### config.mk
export PLATFORM = sky130hd
export DESIGN_NAME = led_activity_scheduler_flat
export DESIGN_NICKNAME = d
export VERILOG_FILES = /design/src/rtl/led_activity_scheduler_if.sv /design/src/rtl/led_activity_scheduler.sv /design/src/flat_wrapper.sv
export SDC_FILE = /design/constraint.sdc
export NUM_CORES = 1
export LEC_CHECK = 0
export ABC_AREA = 1
export CORE_UTILIZATION = 52
export CTS_BUF_LIST = sky130_fd_sc_hd__clkbuf_8
export CTS_CLUSTER_SIZE = 25
export DETAILED_ROUTE_END_ITERATION = 10
export PLACE_DENSITY = 0.74
export SYNTH_ARGS = -nofsm -noshare
export SYNTH_HDL_FRONTEND = slang
export SYNTH_SLANG_ARGS = --single-unit
### constraint.sdc
create_clock -name clk_i -period 1.7 [get_ports clk_i]
set_input_delay 0.17 -clock clk_i [delete_from_list [all_inputs] [get_ports clk_i]]
set_output_delay 0.17 -clock clk_i [all_outputs]
set_load 0.02 [all_outputs]
### src/rtl/led_activity_scheduler_if.sv
// Port-side signal bundle for led_activity_scheduler.
// The slave modport is the scheduler itself; the master modport is whoever
// drives link status, traffic events and the lamp-test request.
//   has_link_i          per-port link status
//   on_frame_sent_i     per-port single-cycle TX event pulses
//   on_frame_received_i per-port single-cycle RX event pulses
//   lamp_test_i         lamp-test request (rising-edge sensitive)
//   led_o               led_o[2k] = port k TX LED, led_o[2k+1] = port k RX LED, 1 = lit
//   blink_o             shared blink timebase
//   busy_o              high while the lamp-test sequence runs
interface led_activity_scheduler_if #(
    parameter int unsigned NUM_PORTS = 4
);
    logic [NUM_PORTS-1:0]   has_link_i;
    logic [NUM_PORTS-1:0]   on_frame_sent_i;
    logic [NUM_PORTS-1:0]   on_frame_received_i;
    logic                   lamp_test_i;
    logic [2*NUM_PORTS-1:0] led_o;
    logic                   blink_o;
    logic                   busy_o;

    modport master (
        output has_link_i,
        output on_frame_sent_i,
        output on_frame_received_i,
        output lamp_test_i,
        input  led_o,
        input  blink_o,
        input  busy_o
    );

    modport slave (
        input  has_link_i,
        input  on_frame_sent_i,
        input  on_frame_received_i,
        input  lamp_test_i,
        output led_o,
        output blink_o,
        output busy_o
    );
endinterface

### src/rtl/led_activity_scheduler.sv
// Per-port Ethernet TX/RX activity LED scheduler with lamp test.
// After reset (or a lamp-test request in RUN) the LEDs are walked one at a time,
// then all lit, then normal operation starts: a LED is lit while its port has
// link and is blanked for one blink-high window when traffic was seen.
//   clk_i  single clock, rising edge
//   rst_i  synchronous active-high reset
//   bus    led_activity_scheduler_if.slave (link/events/lamp test in, LEDs/blink/busy out)
module led_activity_scheduler #(
    parameter int unsigned NUM_PORTS         = 4,
    parameter int unsigned BLINK_HALF_CYCLES = 6250000,
    parameter int unsigned TEST_STEP_CYCLES  = 12500000
) (
    input logic                      clk_i,
    input logic                      rst_i,
    led_activity_scheduler_if.slave  bus
);
    localparam int unsigned NumLeds = 2 * NUM_PORTS;
    localparam int unsigned StepW   = (NumLeds > 1) ? $clog2(NumLeds) : 1;
    localparam int unsigned TestW   = (TEST_STEP_CYCLES > 1) ? $clog2(TEST_STEP_CYCLES) : 1;
    localparam int unsigned BlinkW  = (BLINK_HALF_CYCLES > 1) ? $clog2(BLINK_HALF_CYCLES) : 1;

    localparam logic [TestW-1:0]  TestMax  = TestW'(TEST_STEP_CYCLES - 1);
    localparam logic [BlinkW-1:0] BlinkMax = BlinkW'(BLINK_HALF_CYCLES - 1);
    localparam logic [StepW-1:0]  StepLast = StepW'(NumLeds - 1);

    typedef enum logic [1:0] {StWalk, StAllOn, StRun} state_e;

    state_e               state_q, state_d;
    logic [StepW-1:0]     step_q, step_d;
    logic [TestW-1:0]     test_cnt_q, test_cnt_d;
    logic [BlinkW-1:0]    blink_cnt_q, blink_cnt_d;
    logic                 blink_q, blink_d;
    logic                 lamp_prev_q;
    logic [NUM_PORTS-1:0] act_tx_q, act_tx_d, act_rx_q, act_rx_d;
    logic [NUM_PORTS-1:0] off_tx_q, off_tx_d, off_rx_q, off_rx_d;
    logic [NumLeds-1:0]   led;
    logic                 busy;

    logic step_end, lamp_rise, blink_wrap;

    assign step_end   = (test_cnt_q == TestMax);
    assign lamp_rise  = bus.lamp_test_i & ~lamp_prev_q;
    assign blink_wrap = (blink_cnt_q == BlinkMax);

    always_ff @(posedge clk_i) begin : p_state_reg
        if (rst_i) begin
            state_q <= StWalk;
        end else begin
            state_q <= state_d;
        end
    end

    always_comb begin : p_next_state
        state_d = state_q;
        unique case (state_q)
            StWalk:  if (step_end && (step_q == StepLast)) state_d = StAllOn;
            StAllOn: if (step_end) state_d = StRun;
            StRun:   if (lamp_rise) state_d = StWalk;
            default: state_d = StWalk;
        endcase
    end

    always_comb begin : p_outputs
        led  = NumLeds'(1);
        busy = 1'b1;
        if (!rst_i) begin
            unique case (state_q)
                StWalk:  led = NumLeds'(1) << step_q;
                StAllOn: led = '1;
                StRun: begin
                    busy = 1'b0;
                    for (int k = 0; k < int'(NUM_PORTS); k++) begin
                        led[2*k]   = bus.has_link_i[k] & ~off_tx_q[k];
                        led[2*k+1] = bus.has_link_i[k] & ~off_rx_q[k];
                    end
                end
                default: led = NumLeds'(1);
            endcase
        end
    end

    assign bus.led_o   = led;
    assign bus.busy_o  = busy;
    assign bus.blink_o = blink_q;

    always_comb begin : p_datapath
        step_d      = step_q;
        test_cnt_d  = test_cnt_q;
        blink_cnt_d = blink_cnt_q;
        blink_d     = blink_q;
        act_tx_d    = act_tx_q;
        act_rx_d    = act_rx_q;
        off_tx_d    = off_tx_q;
        off_rx_d    = off_rx_q;

        // Lamp-test step timing; idle at zero while running normally.
        if (state_q == StRun) begin
            step_d     = '0;
            test_cnt_d = '0;
        end else if (step_end) begin
            test_cnt_d = '0;
            step_d     = ((state_q == StWalk) && (step_q != StepLast)) ? step_q + StepW'(1) : '0;
        end else begin
            test_cnt_d = test_cnt_q + TestW'(1);
        end

        // Activity/blink logic only lives in RUN; leaving RUN clears everything.
        if ((state_q != StRun) || lamp_rise) begin
            blink_cnt_d = '0;
            blink_d     = 1'b0;
            act_tx_d    = '0;
            act_rx_d    = '0;
            off_tx_d    = '0;
            off_rx_d    = '0;
        end else if (blink_wrap) begin
            blink_cnt_d = '0;
            blink_d     = ~blink_q;
            if (!blink_q) begin
                // Report what was gathered so far; this cycle's events start the next window.
                off_tx_d = act_tx_q;
                off_rx_d = act_rx_q;
                act_tx_d = bus.on_frame_sent_i;
                act_rx_d = bus.on_frame_received_i;
            end else begin
                off_tx_d = '0;
                off_rx_d = '0;
                act_tx_d = act_tx_q | bus.on_frame_sent_i;
                act_rx_d = act_rx_q | bus.on_frame_received_i;
            end
        end else begin
            blink_cnt_d = blink_cnt_q + BlinkW'(1);
            act_tx_d    = act_tx_q | bus.on_frame_sent_i;
            act_rx_d    = act_rx_q | bus.on_frame_received_i;
        end
    end

    always_ff @(posedge clk_i) begin : p_datapath_reg
        if (rst_i) begin
            step_q      <= '0;
            test_cnt_q  <= '0;
            blink_cnt_q <= '0;
            blink_q     <= 1'b0;
            lamp_prev_q <= 1'b0;
            act_tx_q    <= '0;
            act_rx_q    <= '0;
            off_tx_q    <= '0;
            off_rx_q    <= '0;
        end else begin
            step_q      <= step_d;
            test_cnt_q  <= test_cnt_d;
            blink_cnt_q <= blink_cnt_d;
            blink_q     <= blink_d;
            lamp_prev_q <= bus.lamp_test_i;
            act_tx_q    <= act_tx_d;
            act_rx_q    <= act_rx_d;
            off_tx_q    <= off_tx_d;
            off_rx_q    <= off_rx_d;
        end
    end
endmodule
### src/flat_wrapper.sv
// flat-port wrapper written by rule: the top's interface ports become plain ports
module led_activity_scheduler_flat 
#(
    parameter int unsigned NUM_PORTS         = 4,
    parameter int unsigned BLINK_HALF_CYCLES = 6250000,
    parameter int unsigned TEST_STEP_CYCLES  = 12500000
)
  (clk_i, rst_i, bus_has_link_i, bus_on_frame_sent_i, bus_on_frame_received_i, bus_lamp_test_i, bus_led_o, bus_blink_o, bus_busy_o);
  led_activity_scheduler_if #(.NUM_PORTS(NUM_PORTS)) bus_i ();
  input logic clk_i;
  input logic rst_i;
  input wire logic [$bits(bus_i.has_link_i)-1:0] bus_has_link_i;
  input wire logic [$bits(bus_i.on_frame_sent_i)-1:0] bus_on_frame_sent_i;
  input wire logic [$bits(bus_i.on_frame_received_i)-1:0] bus_on_frame_received_i;
  input wire logic [$bits(bus_i.lamp_test_i)-1:0] bus_lamp_test_i;
  output wire logic [$bits(bus_i.led_o)-1:0] bus_led_o;
  output wire logic [$bits(bus_i.blink_o)-1:0] bus_blink_o;
  output wire logic [$bits(bus_i.busy_o)-1:0] bus_busy_o;
  assign bus_i.has_link_i = bus_has_link_i;
  assign bus_i.on_frame_sent_i = bus_on_frame_sent_i;
  assign bus_i.on_frame_received_i = bus_on_frame_received_i;
  assign bus_i.lamp_test_i = bus_lamp_test_i;
  assign bus_led_o = bus_i.led_o;
  assign bus_blink_o = bus_i.blink_o;
  assign bus_busy_o = bus_i.busy_o;
  led_activity_scheduler #(.NUM_PORTS(NUM_PORTS), .BLINK_HALF_CYCLES(BLINK_HALF_CYCLES), .TEST_STEP_CYCLES(TEST_STEP_CYCLES)) u_core (.clk_i(clk_i), .rst_i(rst_i), .bus(bus_i));
endmodule
==> impl_metrics.env, run 1 <==
export IMPL_outcome="finished, final reports clean"
export IMPL_layout_min_cycle_time_ns=1.63
export IMPL_route_detailed_drc=0
export IMPL_ys_seq_area_share_pct=35.7
export IMPL_finalWirelength_mm=9.08
export IMPL_area_growth_synth_to_final_pct=19.0
export IMPL_grt_antenna_before_repair=0
export IMPL_leakage_uw=0.00159
export IMPL_num_rows=31
export IMPL_yosys_most_used_dff="sky130_fd_sc_hd__dfxtp_1"
export IMPL_synth_commonest_cells="sky130_fd_sc_hd__nand2_1 (164), sky130_fd_sc_hd__nor2_1 (106), sky130_fd_sc_hd__dfxtp_1 (70)"
export IMPL_dp_hpwl_mm=6.84
export IMPL_synth_top_area_share_pct=35.7
export IMPL_clock_fmax_mhz=613
export IMPL_synth_enable_flop_cells=0
export IMPL_post_synthesis_instance_total=593
export IMPL_crit_end_element="output port"
export IMPL_gpl_final_weighted_congestion=0.925
export IMPL_diodes=0
export IMPL_num_ports=25
export IMPL_cp_slowest_cell="sky130_fd_sc_hd__dfxtp_4"
export IMPL_worst_pin_slew_ns=0.435
export IMPL_clk_insertion_delay_late_ns=0.35
export IMPL_height_of_the_die_um=88.9
export IMPL_cells_traversed_along_the_worst_timing_path="inv_2 -> nor2_4 -> buf_4 -> nand3b_1 -> a21oi_1 -> buf_4"
export IMPL_synth_ff_latch_count=70
export IMPL_worstPathMaxFanout=6
export IMPL_cts_hold_buffers_added=0
export IMPL_final_seq_area_mm2=0.00141
export IMPL_num_fill_cells=683
export IMPL_maximum_number_of_pins_on_one_net_before_global_route_repair=24
export IMPL_critical_path_required_ns=1.53
export IMPL_synth_top_cell_by_area="sky130_fd_sc_hd__dfxtp_1"
export IMPL_vdd_drop_max_v=0.000436
export IMPL_grt_overflow=0
export IMPL_synth_most_common_cell="sky130_fd_sc_hd__nand2_1"
export IMPL_p_total_uw=2970
export IMPL_timing_setup_critical_path_class="flip-flop to output port"
export IMPL_cp_slowest_stage_delay_ns=0.38
export IMPL_cts_root_buf="sky130_fd_sc_hd__clkbuf_8"
export IMPL_syn_mean_instance_area_um2=6.62
export IMPL_worst_path_most_repeated_cell="sky130_fd_sc_hd__buf_4"
export IMPL_postSynth_asyncResetShare_pct=0
export IMPL_tns_ns=0
export IMPL_worst_slew_margin_rel_pct=71.0
export IMPL_cp_arrival_ns=1.46
export IMPL_detail_route_vias_per_cell=5.21
export IMPL_crit_path_start_kind="flip-flop"
export IMPL_number_of_failing_hold_endpoints_at_the_final_stage=0
export IMPL_first_pass_grt_wire_length_mm=15.0
export IMPL_setup_ws_ns=0.0696
export IMPL_maxCapViolations=0
export IMPL_finish_net_count=670
export IMPL_final_antenna_net_count=0
export IMPL_mappedNetlistNets=616
export IMPL_post_layout_nonfiller_instances=750
export IMPL_number_of_distinct_library_cell_variants_in_the_gate_level_netlist_after_synthesis=29
export IMPL_finalCritPeriodShare_pct=95.9
export IMPL_power_per_cell_area_mw_per_mm2=635
export IMPL_route_vias_total=3904
export IMPL_mappedNetlistArea_mm2=0.00393
export IMPL_grt_pass1_vias=3505
export IMPL_gr_usage_all_layers_pct=24.5
export IMPL_drive_gt1_share_pct=14.3
export IMPL_cts_max_path_buffers=2
export IMPL_port_buffers=24
export IMPL_dieWidth_um=88.9
export IMPL_place_ws_ns=-0.108
export IMPL_final_setup_skew_ns=0.0118
export IMPL_cts_sink_count=70
export IMPL_clock_tree_from_tritoncts="done"
export IMPL_finalSetupViolCount=0
export IMPL_core_region_area_mm2=0.00729
export IMPL_die_area_mm2=0.00790
export IMPL_synthTopCellsByArea="sky130_fd_sc_hd__dfxtp_1 (36%), sky130_fd_sc_hd__nand2_1 (16%), sky130_fd_sc_hd__nor2_1 (10%)"
export IMPL_hp_class="primary input to flip-flop"
export IMPL_initial_util_pct=53.9
export IMPL_multi_input_comb_area_mm2=0.00227
export IMPL_wl_per_cell_um=12.1
export IMPL_slew_violations=0
export IMPL_yosysWarnings=0
export IMPL_clkTransAtPathRegs_ns=0.08
export IMPL_cts_buffer_count=9
export IMPL_h_tree_depth=3
export IMPL_place_inst=735
export IMPL_initialDrtViolationCount=149
export IMPL_drtPass1Iterations=4
## what timing repair did
item,4_1_cts,5_1_grt
buffers inserted,0,0
pin swaps,0,2
resized for setup,37,14
endpoints found under the setup margin,9,9
## worst paths after layout
| path | start | to | slack (ns) | cells after the start |
|---|---|---|---|---|
| setup / recovery | u_core.state_q[1]$_SDFFE_PP0P_ | bus_led_o[3] | 0.07 | 6 |
| hold / removal | bus_lamp_test_i | u_core.lamp_prev_q$_SDFF_PP0_ | 0.40 | 3 |
| setup reg to reg | u_core.test_cnt_q[1]$_SDFF_PP0_ | u_core.test_cnt_q[13]$_SDFF_PP0_ | 0.18 | 9 |
| hold reg to reg | u_core.off_tx_q[0]$_SDFFE_PP0N_ | u_core.off_tx_q[0]$_SDFFE_PP0N_ | 0.48 | 2 |
## where the power goes
group          internal [uW]  total [uW]  switching [uW]
combinational           62.7         116            53.2
sequential              1640        1650            5.62
clock                    593        1200             608
total                   2300        2970             667
## through the flow
step / util (%) / hold WS, ns / area [um^2]
after floorplan: - / 0.277 / 3930
after global placement: 61.6 / 0.462 / 4490
after detailed placement: 61.6 / 0.468 / 4490
after CTS: 63.8 / 0.394 / 4650
after global routing: 64.1 / 0.392 / 4670
final: 64.1 / 0.399 / 4670
## placed cells by master (no fill, tap or decap), drive strengths merged, types with 15 or more instances in the layout
master,n
buf,35
nand4,27
nand2,169
nand3,34
a21oi,47
inv,60
dfxtp,70
o21ai,17
nor2,114
clkdlybuf4s50,15
## layout make-up
| cell class | count | share of cell area [%] |
|---|---|---|
| Clock inverter | 4 | 0.509 |
| Tap cell | 99 | 2.65 |
| Timing Repair Buffer | 52 | 10.0 |
| Sequential cell | 70 | 30.2 |
| Clock buffer | 11 | 3.24 |
| Multi-Input combinational cell | 455 | 48.7 |
| Inverter | 59 | 4.74 |
## state kept, by name, summed over array words and instances (netlist names)
name / count
u_core.step_q: 3
u_core.act_tx_q: 4
u_core.off_tx_q: 4
u_core.state_q: 2
u_core.lamp_prev_q: 1
u_core.test_cnt_q: 24
u_core.off_rx_q: 4
u_core.bus.blink_o: 1
u_core.act_rx_q: 4
u_core.blink_cnt_q: 23
## metal layers
layer  vias up  track usage, %  part of all wire (%)
met5         -               0                     0
met4         0            9.53                   1.9
met3        20            5.91                   4.0
met2        88            42.1                    49
met1      1780            29.7                    45
li1       2016               -                     -
## worst max-delay path, delay by kind of cell (launching register included)
kind            cells  cell delay (ns)
compound gates      1             0.15
flops               1             0.38
simple gates        2             0.21
buf+inv             3             0.38
## cells by family after synthesis
family                     Yosys count  share of synthesized area (%)
adders and majority gates            8                           2.55
xor gates and xnor gates            13                           2.90
and+or+nand+nor                    367                           42.4
DFF                                 70                           35.7
AOI/OAI and AO/OA                   67                           9.30
buffers and inverters               68                           7.14
Power figures use the tool's default switching activity.
==> inputs of run 2 (changes only) <==
--- a/config.mk
+++ b/config.mk
@@ -11,6 +11,7 @@
 export CTS_CLUSTER_SIZE = 25
 export DETAILED_ROUTE_END_ITERATION = 10
 export PLACE_DENSITY = 0.74
+export SLEW_MARGIN = 30
 export SYNTH_ARGS = -nofsm -noshare
 export SYNTH_HDL_FRONTEND = slang
 export SYNTH_SLANG_ARGS = --single-unit
==> results of run 2 <==
The final DEF is identical to that of run 1; final timing and power are the same.
==> inputs of run 3 (changes only) <==
--- a/config.mk
+++ b/config.mk
@@ -6,6 +6,7 @@
 export NUM_CORES = 1
 export LEC_CHECK = 0
 export ABC_AREA = 1
+export CORE_MARGIN = 1
 export CORE_UTILIZATION = 52
 export CTS_BUF_LIST = sky130_fd_sc_hd__clkbuf_8
 export CTS_CLUSTER_SIZE = 25
==> results of run 3 <==
The final DEF is identical to that of run 1; final timing and power are the same.
